<file path="config.mk">
export PLATFORM = sky130hd
export DESIGN_NAME = timer_counter
export DESIGN_NICKNAME = d
export VERILOG_FILES = /design/src/rtl/timer_pkg.sv /design/src/rtl/timer_prescaler.sv /design/src/rtl/timer_counter.sv
export SDC_FILE = /design/constraint.sdc
export NUM_CORES = 1
export LEC_CHECK = 0
export CELL_PAD_IN_SITES_DETAIL_PLACEMENT = 1
export CELL_PAD_IN_SITES_GLOBAL_PLACEMENT = 1
export CORE_MARGIN = 2
export CORE_UTILIZATION = 38
export DETAILED_ROUTE_END_ITERATION = 8
export PLACE_DENSITY_LB_ADDON = 0.1
export SETUP_SLACK_MARGIN = 0.4
export SYNTH_ARGS = -nofsm -noshare
export SYNTH_HDL_FRONTEND = slang
export SYNTH_SLANG_ARGS = --single-unit
</file>
<file path="constraint.sdc">
create_clock -name pclk -period 5.33 [get_ports pclk]
set_clock_uncertainty 0.05 [all_clocks]
set_input_delay 0.7995 -clock pclk [delete_from_list [all_inputs] [get_ports pclk]]
set_output_delay 0.7995 -clock pclk [all_outputs]
set_load 0.01 [all_outputs]
</file>
<file path="src/rtl/timer_pkg.sv">
// Shared constants for the timer count stage: width defaults,
// clock-select encodings and count direction.
package timer_pkg;

  localparam int DEF_CNT_W = 8;
  localparam int DEF_DIV_W = 4;
  localparam int DEF_CKS_W = 2;

  // Clock select: one tick every 2^(cks+1) pclk.
  typedef enum logic [1:0] {
    CKS_DIV2  = 2'd0,
    CKS_DIV4  = 2'd1,
    CKS_DIV8  = 2'd2,
    CKS_DIV16 = 2'd3
  } cks_e;

  // Count direction as seen on the updown input.
  localparam logic DIR_UP   = 1'b0;
  localparam logic DIR_DOWN = 1'b1;

endpackage

</file>
<file path="src/rtl/timer_prescaler.sv">
// Prescaler for the timer: free-running divider that produces a
// one-cycle tick whenever its low cks+1 bits are all ones.
module timer_prescaler
  import timer_pkg::*;
#(
  parameter int DIV_W = DEF_DIV_W,
  parameter int CKS_W = DEF_CKS_W
) (
  input  logic             pclk,
  input  logic             preset_n,
  input  logic             en,
  input  logic             load,
  input  logic [CKS_W-1:0] cks,
  output logic             tick
);

  logic [DIV_W-1:0] div_cnt;
  logic [DIV_W-1:0] sel_mask;

  // Build the mask of the div_cnt bits that define the selected period
  // and flag the boundary where all of them are set.
  // NOTE: every output of a combinational block gets a value on every
  // path (defaults first) so no latch is inferred.
  always_comb begin
    sel_mask = '0;
    for (int i = 0; i < DIV_W; i++) begin
      sel_mask[i] = (i <= int'(cks));
    end
    tick = en & ~load & ((div_cnt & sel_mask) == sel_mask);
  end

  // Divider: runs while counting is enabled, restarts from zero after a
  // load or while disabled; a cks change does not disturb it.
  // NOTE: state registers use non-blocking assignments so every flop
  // samples pre-edge values regardless of statement order.
  always_ff @(posedge pclk or negedge preset_n) begin
    if (!preset_n) begin
      div_cnt <= '0;
    end else if (!en || load) begin
      div_cnt <= '0;
    end else begin
      div_cnt <= div_cnt + DIV_W'(1);
    end
  end

endmodule

</file>
<file path="src/rtl/timer_counter.sv">
// Timer count stage: prescaled up/down counter with tdr reload.
// last_cnt trails cnt by one pclk so the compare stage sees a wrap as a
// one-cycle (last_cnt, cnt) pair; a load writes both so it never looks
// like a wrap.
module timer_counter
  import timer_pkg::*;
#(
  parameter int CNT_W = DEF_CNT_W,
  parameter int DIV_W = DEF_DIV_W,
  parameter int CKS_W = DEF_CKS_W
) (
  input  logic             pclk,
  input  logic             preset_n,
  input  logic             en,
  input  logic             load,
  input  logic             updown,
  input  logic [CKS_W-1:0] cks,
  input  logic [CNT_W-1:0] tdr,
  output logic [CNT_W-1:0] cnt,
  output logic [CNT_W-1:0] last_cnt,
  output logic             cnt_tick
);

  logic tick;

  timer_prescaler #(
    .DIV_W (DIV_W),
    .CKS_W (CKS_W)
  ) u_prescaler (
    .pclk     (pclk),
    .preset_n (preset_n),
    .en       (en),
    .load     (load),
    .cks      (cks),
    .tick     (tick)
  );

  // Count registers: load has priority, otherwise step on a tick in the
  // sampled direction; last_cnt follows cnt every cycle.
  always_ff @(posedge pclk or negedge preset_n) begin
    if (!preset_n) begin
      cnt      <= '0;
      last_cnt <= '0;
      cnt_tick <= 1'b0;
    end else begin
      cnt_tick <= tick;
      if (load) begin
        cnt      <= tdr;
        last_cnt <= tdr;
      end else begin
        last_cnt <= cnt;
        if (tick) begin
          if (updown == DIR_DOWN) begin
            cnt <= cnt - CNT_W'(1);
          end else begin
            cnt <= cnt + CNT_W'(1);
          end
        end
      end
    end
  end

endmodule

</file>
==> impl_results.md <==
* Top post-synthesis cells by count: dfrtp_1 (21), nand2_1 (9), inv_1 (8), o21ai_0 (8)
* Non-Filler Cell Area, Final at 0.001460 mm²
* WL/cell at roughly 16 µm
* Largest net degree at the start of global routing at 22
* Clk buf depth at 2
* CP Max Fanout at 8
* DPL Wire Length at just over 2000 µm
* Clock transition at path regs at 0.11 ns
* Syn Area/Cell at 10.94 µm²
* Initial antenna violation count at 0
* Post-route ant nets at 0
* RSZ-0062 raised after global routing: no
* Max Freq at 0.3707 GHz
* Placed cell areas at 0.001434 mm²
* Max_slew headroom at 35.05%
* First-pass GRT wire length at 4436 µm
* Share of the synthesized area in the top cell type at about half
* YS warnings at 0
* Main combinational cell family by area after synthesis: compound AO/OA/AOI/OAI gates
* Fin. Hold Viols at 0
* Min-delay worst type: flip-flop to flip-flop
* Pleak at ~0.00066 µW
* Cell area after synthesis at 0.001094 mm²
* Type of the worst setup path: input pin to flip-flop
* Sequential cell area fraction in the yosys report at approximately 48%
* Inserted Diodes at 0
* Post-synth ARST share at 100.0%
* Synth unique cells at 28
* Fin Setup TNS at 0 ns
* Gr usage total at 17.85%
* Hold_buf cts at 0
* Mux share of post-synthesis cell area at 8.581%
* #FFs+latches synth at 21
* Clock Sinks at 21
* Vias per cell at 5.183
* Simple-Gate Fraction of Synth Area at 9.840%
* Top-count cell post-synth: dfrtp_1
* Full die area at 0.003323 mm²
* Critical Path AT at 2.84 ns
* Wire length after detailed routing at 2644 µm
* Final max-slew violation count at 0
* Post-Synth Adder-Cell Area at 9.840%
* Fin crit period at 2.698 ns
* Synth Area in Compound Gates at 14.53%
* Vias in the first global route at 914
* Critical Path RT at 5.47 ns
* NumNets Final at ~160
* Port bufs at 31
* Top FF cell, synth: dfrtp_1
* Initial DRC count at 26
* Leading post-synthesis cells by cell area: dfrtp_1 (48%), ha_1 (8.0%), mux2_2 (7.2%)
* Power per cell area at 257.1 mW/mm²
* Inserted Clock Buffers at 3
* Status: finished, final reports clean
* Setup-failing EPs final at 0
* Post-Synth XOR/XNOR Area at 5.606%
* Fin util at between 50% and 60%
* Reg2reg setup slack at 3.37 ns
* Congestion Overflow GR at 0
* H-tree level count at 1
* Total of max-cap violations at 0
* DIE HEIGHT at between 50 and 60 µm
* Number of synthesized flops with an enable pin at 0
* Clock root cell: clkbuf_4
* Syn_nets at 123
* Worst vdd rail ir drop at between 0.1 and 0.15 mV
* Post-CTS Setup Inserts at 0
* CTS tree: yes
* CTS resizes at 0
* DIE WIDTH at 57.65 µm
* Area leader, netlist: dfrtp_1
* Final Cycle Share at about half
* Synthesis-to-layout area growth at 33.52%
* DR vias at 850
* Fraction of layout cells with a size suffix above 1 at 10.53%
* Clk_lat worst skew at 0.30 ns
* CP Launch Type: input pin
* Io pins at 32
* DRC at 0
* Starting Density at 40.00%
* First-pass iteration count of the detailed router at 4
* Crit. End Element: flip-flop
* Syn Inst Count at 100
* Hold_ws at 0.4753 ns
* Site Rows at 19
* Core Area at 0.002734 mm²
* Placer Congestion at 0.8025
* Least-Margin Pin Slew at 0.9712 ns
## final cells by class
| type | instances | area (µm²) |
|---|---|---|
| Fill cell | 311 | 1274 |
| Multi-Input combinational cell | 69 | 529.3 |
| Sequential cell | 21 | 525.5 |
| Timing Repair Buffer | 31 | 310.3 |
| Tap cell | 31 | 38.79 |
| Inverter | 8 | 30.03 |
| Clock buffer | 4 | 26.28 |
## logic make-up after synthesis
kind of cell / count (synthesis)
xor gates and xnor gates: 7
AOI/OAI and AO/OA: 23
DFF: 21
buffers and inverters: 10
and+or+nand+nor: 23
muxes: 8
adders and majority gates: 8
## critical path: stages
cell             delay [ns]
clkdlybuf4s50_1        0.58
ha_1                   0.44
o21ai_0                0.25
nor2_1                 0.11
a221oi_2               0.27
xnor2_1                0.12
mux2_4                 0.26
## path summary, 6_finish.rpt
check / startpoint / end / cells past startpoint
setup / recovery: updown / cnt[7] / 7
hold / removal: u_prescaler.div_cnt[0] / u_prescaler.div_cnt[0] / 1
setup reg to reg: cnt[2] / cnt[7] / 6
hold reg to reg: u_prescaler.div_cnt[0] / u_prescaler.div_cnt[0] / 1
max in group asynchronous: preset_n / cnt[6] / 1
min in group asynchronous: preset_n / last_cnt[2] / 1
## per-stage QoR
stage                     std cells  total power [µW]  worst slack (ns)
final                           164             375.5             2.632
after global routing            164             404.0             2.514
after CTS                       164             383.5             2.624
after detailed placement        160             304.3             2.299
after global placement          160             298.4             2.372
after floorplan                 100             246.5             3.165
## registers in the layout, summed over array words and instances (netlist names)
signal               flops
cnt                      8
last_cnt                 8
u_prescaler.div_cnt      4
cnt_tick                 1
## report_power, final
group	leakage (µW)	internal [µW]	total, µW	switching (µW)
Combinational	0.000382	62.6	117	54.3
Sequential	0.000259	173	182	9.71
Clock	0.0000150	29.1	76.2	47.1
## layer usage
layer	routed length, µm	track usage, %	up-vias
li1	-	-	410
met1	1202	23.45	415
met2	1310	30.03	21
met3	97	1.563	4
met4	34	7.973	0
met5	0	0	-
## cell usage in the layout (no fill, tap or decap), drive strengths merged, types with 2 or more instances in the layout
master / instances
clkdlybuf4s50: 31
dfrtp: 21
nand2: 9
inv: 8
o21ai: 8
mux2: 8
ha: 7
nor2: 6
xor2: 5
clkbuf: 4
nand2b: 3
a21oi: 3
a211oi: 3
xnor2: 2
nand3b: 2
o21bai: 2
o31ai: 2
(Power assumes the default switching activity.)
